==> config.mk <==
export PLATFORM = sky130hd
export DESIGN_NAME = event_ram_sched_flat
export DESIGN_NICKNAME = d
export VERILOG_FILES = /design/src/rtl/event_ram_sched_if.sv /design/src/rtl/event_ram_sched.sv /design/src/flat_wrapper.sv
export SDC_FILE = /design/constraint.sdc
export NUM_CORES = 1
export LEC_CHECK = 0
export CAP_MARGIN = 20
export CORE_AREA = 5 5 98 100
export CTS_BUF_LIST = sky130_fd_sc_hd__clkbuf_16
export DETAILED_ROUTE_END_ITERATION = 6
export DIE_AREA = 0 0 103 105
export GPL_ROUTABILITY_DRIVEN = 0
export GPL_TIMING_DRIVEN = 0
export PLACE_DENSITY = 0.89
export SYNTH_ARGS = -nofsm -noshare
export SYNTH_HDL_FRONTEND = slang
export SYNTH_SLANG_ARGS = --single-unit
export TNS_END_PERCENT = 20
==> constraint.sdc <==
create_clock -name clk -period 5.4 [get_ports clk]
set_clock_uncertainty 0.2 [all_clocks]
set_input_delay 1.62 -clock clk [delete_from_list [all_inputs] [get_ports clk]]
set_output_delay 1.62 -clock clk [all_outputs]
set_load 0.02 [all_outputs]
==> src/rtl/event_ram_sched_if.sv <==
// event_ram_sched_if
//   Bundles the event-write handshake, scan control, image RAM port,
//   window output and drop counter of event_ram_sched.
//   slave  : the scheduler side (event_ram_sched)
//   master : the side that feeds events, starts scans, hosts the RAM
//            and consumes windows
interface event_ram_sched_if;
   logic       evValid;
   logic [7:0] evX;
   logic [7:0] evY;
   logic       evReady;
   logic       scanStart;
   logic       scanBusy;
   logic       scanDone;
   logic [7:0] ramX;
   logic [7:0] ramY;
   logic       ramEventIn;
   logic       ramWrite;
   logic       ramPixel;
   logic [8:0] win;
   logic       winMedian;
   logic       winValid;
   logic [7:0] winX;
   logic [7:0] winY;
   logic [7:0] dropCount;

   modport slave (
      input  evValid, evX, evY, scanStart, ramPixel,
      output evReady, scanBusy, scanDone, ramX, ramY, ramEventIn, ramWrite,
             win, winMedian, winValid, winX, winY, dropCount
   );

   modport master (
      output evValid, evX, evY, scanStart, ramPixel,
      input  evReady, scanBusy, scanDone, ramX, ramY, ramEventIn, ramWrite,
             win, winMedian, winValid, winX, winY, dropCount
   );
endinterface

==> src/rtl/event_ram_sched.sv <==
// event_ram_sched
//   Shares one single-port image RAM between incoming pixel events and a
//   3x3 window scan of the frame. Events win the RAM slot, but after
//   STARVE_MAX consecutive event grants during a scan one cycle is forced
//   to the pending scan read. Each window is emitted with its binary
//   median once all nine taps have returned.
// Ports
//   clk, reset : rising-edge clock, synchronous active-high reset
//   bus.ev*    : event write request / combinational grant (evReady)
//   bus.scan*  : scan start, busy while scanning, done with final window
//   bus.ram*   : RAM address/data/write, ramPixel returns one cycle later
//   bus.win*   : 3x3 window bits, median, valid strobe, centre coordinates
//   bus.dropCount : saturating count of out-of-range events
//
// state | meaning
// IDLE  | no scan; events always granted
// SCAN  | walking window centres, reading taps into free RAM slots
module event_ram_sched #(
   parameter int IMWIDTH    = 240,
   parameter int IMHEIGHT   = 180,
   parameter int STARVE_MAX = 4
) (
   input  logic            clk,
   input  logic            reset,
   event_ram_sched_if.slave bus
);
   localparam int SW = $clog2(STARVE_MAX + 1);
   localparam logic [8:0]    XLIM       = 9'(IMWIDTH);
   localparam logic [8:0]    YLIM       = 9'(IMHEIGHT);
   localparam logic [7:0]    XLAST      = 8'(IMWIDTH - 2);
   localparam logic [7:0]    YLAST      = 8'(IMHEIGHT - 2);
   localparam logic [SW-1:0] STREAK_LIM = SW'(STARVE_MAX);

   typedef enum logic {IDLE, SCAN} stateT;

   stateT         state;
   logic [SW-1:0] streak;
   logic [3:0]    tap;
   logic [7:0]    cx, cy;
   logic          allIssued;
   logic          rdPend;
   logic [3:0]    rdTap;
   logic [7:0]    rdCx, rdCy;
   logic          grant, inRange, rdIssue;
   logic [7:0]    tapDx, tapDy;

   logic [8:0]    winR;
   logic          winMedianR, winValidR, scanDoneR;
   logic [7:0]    winXR, winYR, dropCountR;

   assign bus.win       = winR;
   assign bus.winMedian = winMedianR;
   assign bus.winValid  = winValidR;
   assign bus.winX      = winXR;
   assign bus.winY      = winYR;
   assign bus.scanDone  = scanDoneR;
   assign bus.dropCount = dropCountR;
   assign bus.scanBusy  = (state == SCAN);

   always_comb begin
      inRange = ({1'b0, bus.evX} < XLIM) && ({1'b0, bus.evY} < YLIM);
      grant   = !reset && bus.evValid && ((state == IDLE) || (streak < STREAK_LIM));
      // A read goes out only into a slot no event took, until the last tap is out.
      rdIssue = !reset && (state == SCAN) && !grant && !allIssued;

      case (tap)
         4'd1, 4'd4, 4'd7: tapDx = 8'd1;
         4'd2, 4'd5, 4'd8: tapDx = 8'd2;
         default:          tapDx = 8'd0;
      endcase
      case (tap)
         4'd3, 4'd4, 4'd5: tapDy = 8'd1;
         4'd6, 4'd7, 4'd8: tapDy = 8'd2;
         default:          tapDy = 8'd0;
      endcase

      bus.evReady    = grant;
      bus.ramX       = 8'd0;
      bus.ramY       = 8'd0;
      bus.ramWrite   = 1'b0;
      bus.ramEventIn = 1'b0;
      if (grant && inRange) begin
         bus.ramX       = bus.evX;
         bus.ramY       = bus.evY;
         bus.ramWrite   = 1'b1;
         bus.ramEventIn = 1'b1;
      end else if (rdIssue) begin
         bus.ramX = cx + tapDx - 8'd1;
         bus.ramY = cy + tapDy - 8'd1;
      end
   end

   always_ff @(posedge clk) begin
      if (reset) begin
         state      <= IDLE;
         streak     <= '0;
         tap        <= '0;
         cx         <= '0;
         cy         <= '0;
         allIssued  <= 1'b0;
         rdPend     <= 1'b0;
         rdTap      <= '0;
         rdCx       <= '0;
         rdCy       <= '0;
         winR       <= '0;
         winMedianR <= 1'b0;
         winValidR  <= 1'b0;
         winXR      <= '0;
         winYR      <= '0;
         scanDoneR  <= 1'b0;
         dropCountR <= '0;
      end else begin
         winValidR <= 1'b0;
         scanDoneR <= 1'b0;
         rdPend    <= rdIssue;

         if (grant && !inRange && (dropCountR != 8'hFF))
            dropCountR <= dropCountR + 8'd1;

         if (rdPend) begin
            winR[rdTap] <= bus.ramPixel;
            if (rdTap == 4'd8) begin
               winValidR  <= 1'b1;
               winXR      <= rdCx;
               winYR      <= rdCy;
               // win[8] is still in flight, so fold ramPixel in directly.
               winMedianR <= ($countones({bus.ramPixel, winR[7:0]}) >= 5);
               // Only the final tap 8 can return once every read is issued.
               scanDoneR  <= allIssued;
            end
         end

         case (state)
            IDLE: begin
               streak <= '0;
               if (bus.scanStart) begin
                  state     <= SCAN;
                  tap       <= '0;
                  cx        <= 8'd1;
                  cy        <= 8'd1;
                  allIssued <= 1'b0;
               end
            end
            SCAN: begin
               if (scanDoneR) begin
                  state  <= IDLE;
                  streak <= '0;
               end else if (grant) begin
                  streak <= streak + SW'(1);
               end else if (rdIssue) begin
                  streak <= '0;
               end

               // Tap and centre advance only when the read actually went out.
               if (rdIssue) begin
                  rdTap <= tap;
                  rdCx  <= cx;
                  rdCy  <= cy;
                  if (tap == 4'd8) begin
                     tap <= '0;
                     if (cx == XLAST) begin
                        cx <= 8'd1;
                        if (cy == YLAST) allIssued <= 1'b1;
                        else             cy <= cy + 8'd1;
                     end else begin
                        cx <= cx + 8'd1;
                     end
                  end else begin
                     tap <= tap + 4'd1;
                  end
               end
            end
            default: state <= IDLE;
         endcase
      end
   end
endmodule

==> src/flat_wrapper.sv <==
// flat-port wrapper written by rule: the top's interface ports become plain ports
module event_ram_sched_flat 
#(
   parameter int IMWIDTH    = 240,
   parameter int IMHEIGHT   = 180,
   parameter int STARVE_MAX = 4
)
  (clk, reset, bus_evValid, bus_evX, bus_evY, bus_scanStart, bus_ramPixel, bus_evReady, bus_scanBusy, bus_scanDone, bus_ramX, bus_ramY, bus_ramEventIn, bus_ramWrite, bus_win, bus_winMedian, bus_winValid, bus_winX, bus_winY, bus_dropCount);
  event_ram_sched_if bus_i ();
  input  logic clk;
  input  logic reset;
  input wire logic [$bits(bus_i.evValid)-1:0] bus_evValid;
  input wire logic [$bits(bus_i.evX)-1:0] bus_evX;
  input wire logic [$bits(bus_i.evY)-1:0] bus_evY;
  input wire logic [$bits(bus_i.scanStart)-1:0] bus_scanStart;
  input wire logic [$bits(bus_i.ramPixel)-1:0] bus_ramPixel;
  output wire logic [$bits(bus_i.evReady)-1:0] bus_evReady;
  output wire logic [$bits(bus_i.scanBusy)-1:0] bus_scanBusy;
  output wire logic [$bits(bus_i.scanDone)-1:0] bus_scanDone;
  output wire logic [$bits(bus_i.ramX)-1:0] bus_ramX;
  output wire logic [$bits(bus_i.ramY)-1:0] bus_ramY;
  output wire logic [$bits(bus_i.ramEventIn)-1:0] bus_ramEventIn;
  output wire logic [$bits(bus_i.ramWrite)-1:0] bus_ramWrite;
  output wire logic [$bits(bus_i.win)-1:0] bus_win;
  output wire logic [$bits(bus_i.winMedian)-1:0] bus_winMedian;
  output wire logic [$bits(bus_i.winValid)-1:0] bus_winValid;
  output wire logic [$bits(bus_i.winX)-1:0] bus_winX;
  output wire logic [$bits(bus_i.winY)-1:0] bus_winY;
  output wire logic [$bits(bus_i.dropCount)-1:0] bus_dropCount;
  assign bus_i.evValid = bus_evValid;
  assign bus_i.evX = bus_evX;
  assign bus_i.evY = bus_evY;
  assign bus_i.scanStart = bus_scanStart;
  assign bus_i.ramPixel = bus_ramPixel;
  assign bus_evReady = bus_i.evReady;
  assign bus_scanBusy = bus_i.scanBusy;
  assign bus_scanDone = bus_i.scanDone;
  assign bus_ramX = bus_i.ramX;
  assign bus_ramY = bus_i.ramY;
  assign bus_ramEventIn = bus_i.ramEventIn;
  assign bus_ramWrite = bus_i.ramWrite;
  assign bus_win = bus_i.win;
  assign bus_winMedian = bus_i.winMedian;
  assign bus_winValid = bus_i.winValid;
  assign bus_winX = bus_i.winX;
  assign bus_winY = bus_i.winY;
  assign bus_dropCount = bus_i.dropCount;
  event_ram_sched #(.IMWIDTH(IMWIDTH), .IMHEIGHT(IMHEIGHT), .STARVE_MAX(STARVE_MAX)) u_core (.clk(clk), .reset(reset), .bus(bus_i));
endmodule
==> impl_metrics.toml <==
[drt]
finalWirelength_mm = 11.8
dr.pass1.iters = 5
drt-met1-wl_mm = 4.68
wl_met3_um = 613
drc = 0
met2WireLength_mm = 6.27
post_drt_wl_per_cell_um = 15.7
drt_iter0_markers = 320
vias = 4217
via_per_inst = 5.61
highest_layer = "met4"
antenna_left = 0

[synth]
syn_area_um2 = 4550
syn_inst = 556
async_reset_ff_share_pct = 0
ys_warn_count = 0
synth_edf_count = 0
synth_seq_cells = 82
syn_nets = 627
synth_cell_types = 54
synth_area_per_cell_um2 = 8.18
synth_flop_cell = "dfxtp_1"
synth-seq-area-share_pct = 36.1

[timing]
hold_viol = 0
hold_slack_ns = 0.251
rsz0062_at_grt = "true"
fmax_ghz = 0.190
period_minus_slack_ns = 5.26
slew_headroom_pct = 55.1
finalSetupTns_ns = 0
tightest_slew_ns = 0.665
min_period_over_period_pct = 97.4
finalMaxSlewViolations = 0
final-setup-viol-count = 0

[clock_network]
cts_tree = "built"
clk_latency_ns = 0.33
cts_root_buffer = "clkbuf_16"
cts.sinks = 82
ctsHoldBuffers = 0
cts_max_level = 3
cts_made_buffers = 9
clk_path_buf_depth = 2
path_clk_slew_ns = 0.06

[final_layout]
n_fill_cell = 682
multiInputGateArea_um2 = 2660
drive_above_1_share_pct = 7.45
fin_area_um2 = 5700
final_util_pct = 66.3
diodes = 0
area_growth_pct = 25.3
nets = 711
regArea_um2 = 1650

[job]
drv_cap = 0

[setup_path]
r2r_cells = 9
crit_arrival_ns = 3.44
startpoint_type = "register"
crit_required_ns = 3.58
crit_type = "reg2out"
crit_fanout = 10
cp-end-kind = "output pin"

[die]
chipHeight_um = 105
rows = 34
start_util_pct = 52.9
die_area_um2 = 10800
core_um2 = 8590
pin_count = 77
die_w_um = 103

[global_routing]
grt_max_degree = 13
grt_usage_pct = 22.2
grt_overflow = 0
grt_pass1_wl_mm = 19.4
grt_pass1_vias = 4300
antenna_found_initial = 0

[pwr]
p_leak_nw = 2.25
p_clk_share_pct = 44.3
switching_power_mw = 0.323
ir_drop_mv = 0.288
power.density_nw_per_um2 = 244
p_int_mw = 1.07
pwr-share-comb_pct = 11.3
swShare_pct = 23.2
p_seq_share_pct = 44.4

[worst_hold_path]
min_path_type = "reg2reg"
whs_path_depth = 2

[placement]
hpwl_mm = 8.70
port_buffers = 74
place_area_um2 = 5420

[outcome]
status = "finished clean"
## layout by cell type (no fill, tap or decap), types with 5 or more instances in the layout
| master | netlist | final |
|---|---|---|
| inv_1 | 33 | 33 |
| nor2_1 | 54 | 54 |
| dfxtp_1 | 82 | 80 |
| nor3_1 | 9 | 9 |
| ha_1 | 43 | 42 |
| o21ai_0 | 18 | 18 |
| a21oi_1 | 55 | 53 |
| fa_1 | 7 | 7 |
| a211oi_1 | 7 | 7 |
| clkbuf_2 | 0 | 7 |
| clkbuf_16 | 0 | 9 |
| nor4_1 | 5 | 5 |
| buf_6 | 5 | 5 |
| mux2i_1 | 9 | 9 |
| nand3_1 | 13 | 13 |
| xnor2_1 | 17 | 17 |
| nand2b_1 | 8 | 8 |
| nand2_1 | 106 | 105 |
| buf_2 | 4 | 5 |
| dlygate4sd2_1 | 0 | 7 |
| clkbuf_1 | 14 | 13 |
| clkdlybuf4s50_1 | 0 | 56 |
| nand4_1 | 5 | 5 |
## power by group through the flow
stage / Clock, mW / Sequential (mW) / Combinational (mW)
after detailed placement: 0 / 0.631 / 0.159
final: 0.617 / 0.618 / 0.157
after CTS: 0.625 / 0.617 / 0.157
after global routing: 0.653 / 0.618 / 0.172
after global placement: 0 / 0.631 / 0.154
after floorplan: 0 / 0.631 / 0.0965
## metal layers
metal	GRT usage, %	up-vias
met5	0	-
met1	25.2	2015
met4	7.77	0
met2	39.6	136
met3	5.26	26
li1	-	2040
## critical path, cell delays in order, from the launching register on
cell	delay (ns)
dfxtp_1	0.35
clkbuf_1	0.37
mux2i_1	0.24
nor2_1	0.05
nor2_1	0.12
ha_1	0.24
inv_1	0.06
ha_1	0.19
inv_1	0.06
fa_1	0.37
nand2b_1	0.21
a21oi_2	0.20
o2111a_1	0.19
a21oi_1	0.04
nand2_1	0.06
dlygate4sd2_1	0.34
## metrics by stage
| step | worst slack (ns) | power, mW | cells |
|---|---|---|---|
| final | 0.139 | 1.39 | 752 |
| after global routing | -0.0713 | 1.44 | 752 |
| after CTS | -0.0145 | 1.40 | 752 |
| after detailed placement | -0.619 | 0.790 | 738 |
| after global placement | -0.562 | 0.785 | 738 |
| after floorplan | 0.506 | 0.727 | 556 |
## layout make-up
| cell class | instances | area share [%] |
|---|---|---|
| Timing Repair Buffer | 74 | 11.9 |
| Sequential cell | 82 | 28.9 |
| Tap cell | 108 | 2.37 |
| Multi-Input combinational cell | 413 | 46.7 |
| Clock buffer | 9 | 3.95 |
| Clock inverter | 6 | 1.32 |
| Buffer | 27 | 2.68 |
| Inverter | 33 | 2.17 |
## state kept, by name, indices dropped and copies added (netlist names), 3 cells and up
register / cells
u_core.cx: 8
u_core.tap: 4
u_core.bus.winX: 8
u_core.bus.winY: 8
u_core.rdTap: 4
u_core.bus.dropCount: 8
u_core.cy: 8
u_core.rdCx: 8
u_core.bus.win: 9
u_core.streak: 3
u_core.rdCy: 8
## final timing paths
kind / end / startpoint / slack [ns]
worst min register to register: u_core.bus.winX[1] / u_core.bus.winX[1] / 0.25
worst max register to register: u_core.bus.winMedian / u_core.bus.win[2] / 2.51
worst max-delay path: bus_ramX[7] / u_core.tap[2] / 0.14
worst min-delay path: u_core.bus.winX[1] / u_core.bus.winX[1] / 0.25
## Yosys cell counts (all sizes together) (2+ instances only)
cell    instances  area [um^2]
o21ai          18         90.1
dfxtp          82         1640
or3             2         12.5
a22o            3         26.3
nor2b           6         45.0
nand3          13         65.1
xnor2          17          149
ha             43          538
o21a            2         15.0
a211oi          8         65.1
a21oi          55          275
xor2            4         35.0
nand4           5         31.3
nor3            9         45.0
a211o           2         17.5
nor4b           2         17.5
a41oi           2         25.0
nand2b          8         50.1
nor4            5         31.3
a32o            2         20.0
and3            3         18.8
nand2         106          398
or2             2         12.5
nor3b           5         42.5
fa              7          140
nor2           54          203
buf            14         98.8
mux2i           9         90.1
clkbuf         14         52.6
inv            33          124
nand3b          4         30.0
a31oi           2         12.5
and2            2         12.5
## cells by family (layout without fill, tap and decap cells)
| group | after synthesis | in the layout | share of synthesized area [%] |
|---|---|---|---|
| AND/OR/NAND/NOR | 228 | 228 | 22.8 |
| XOR/XNOR | 21 | 21 | 4.04 |
| multiplexers | 9 | 9 | 1.98 |
| buffers and inverters | 61 | 149 | 6.05 |
| AO/OA/AOI/OAI | 105 | 105 | 14.1 |
| flip-flops | 82 | 82 | 36.1 |
| adder cells (fa/ha/maj) | 50 | 50 | 14.9 |
## repair_timing
item	4_1_cts	5_1_grt
endpoints found under the setup margin	18	13
gates resized for setup	45	22
pin swaps	0	0
setup buffers	0	0
Power figures use the tool's default switching activity.
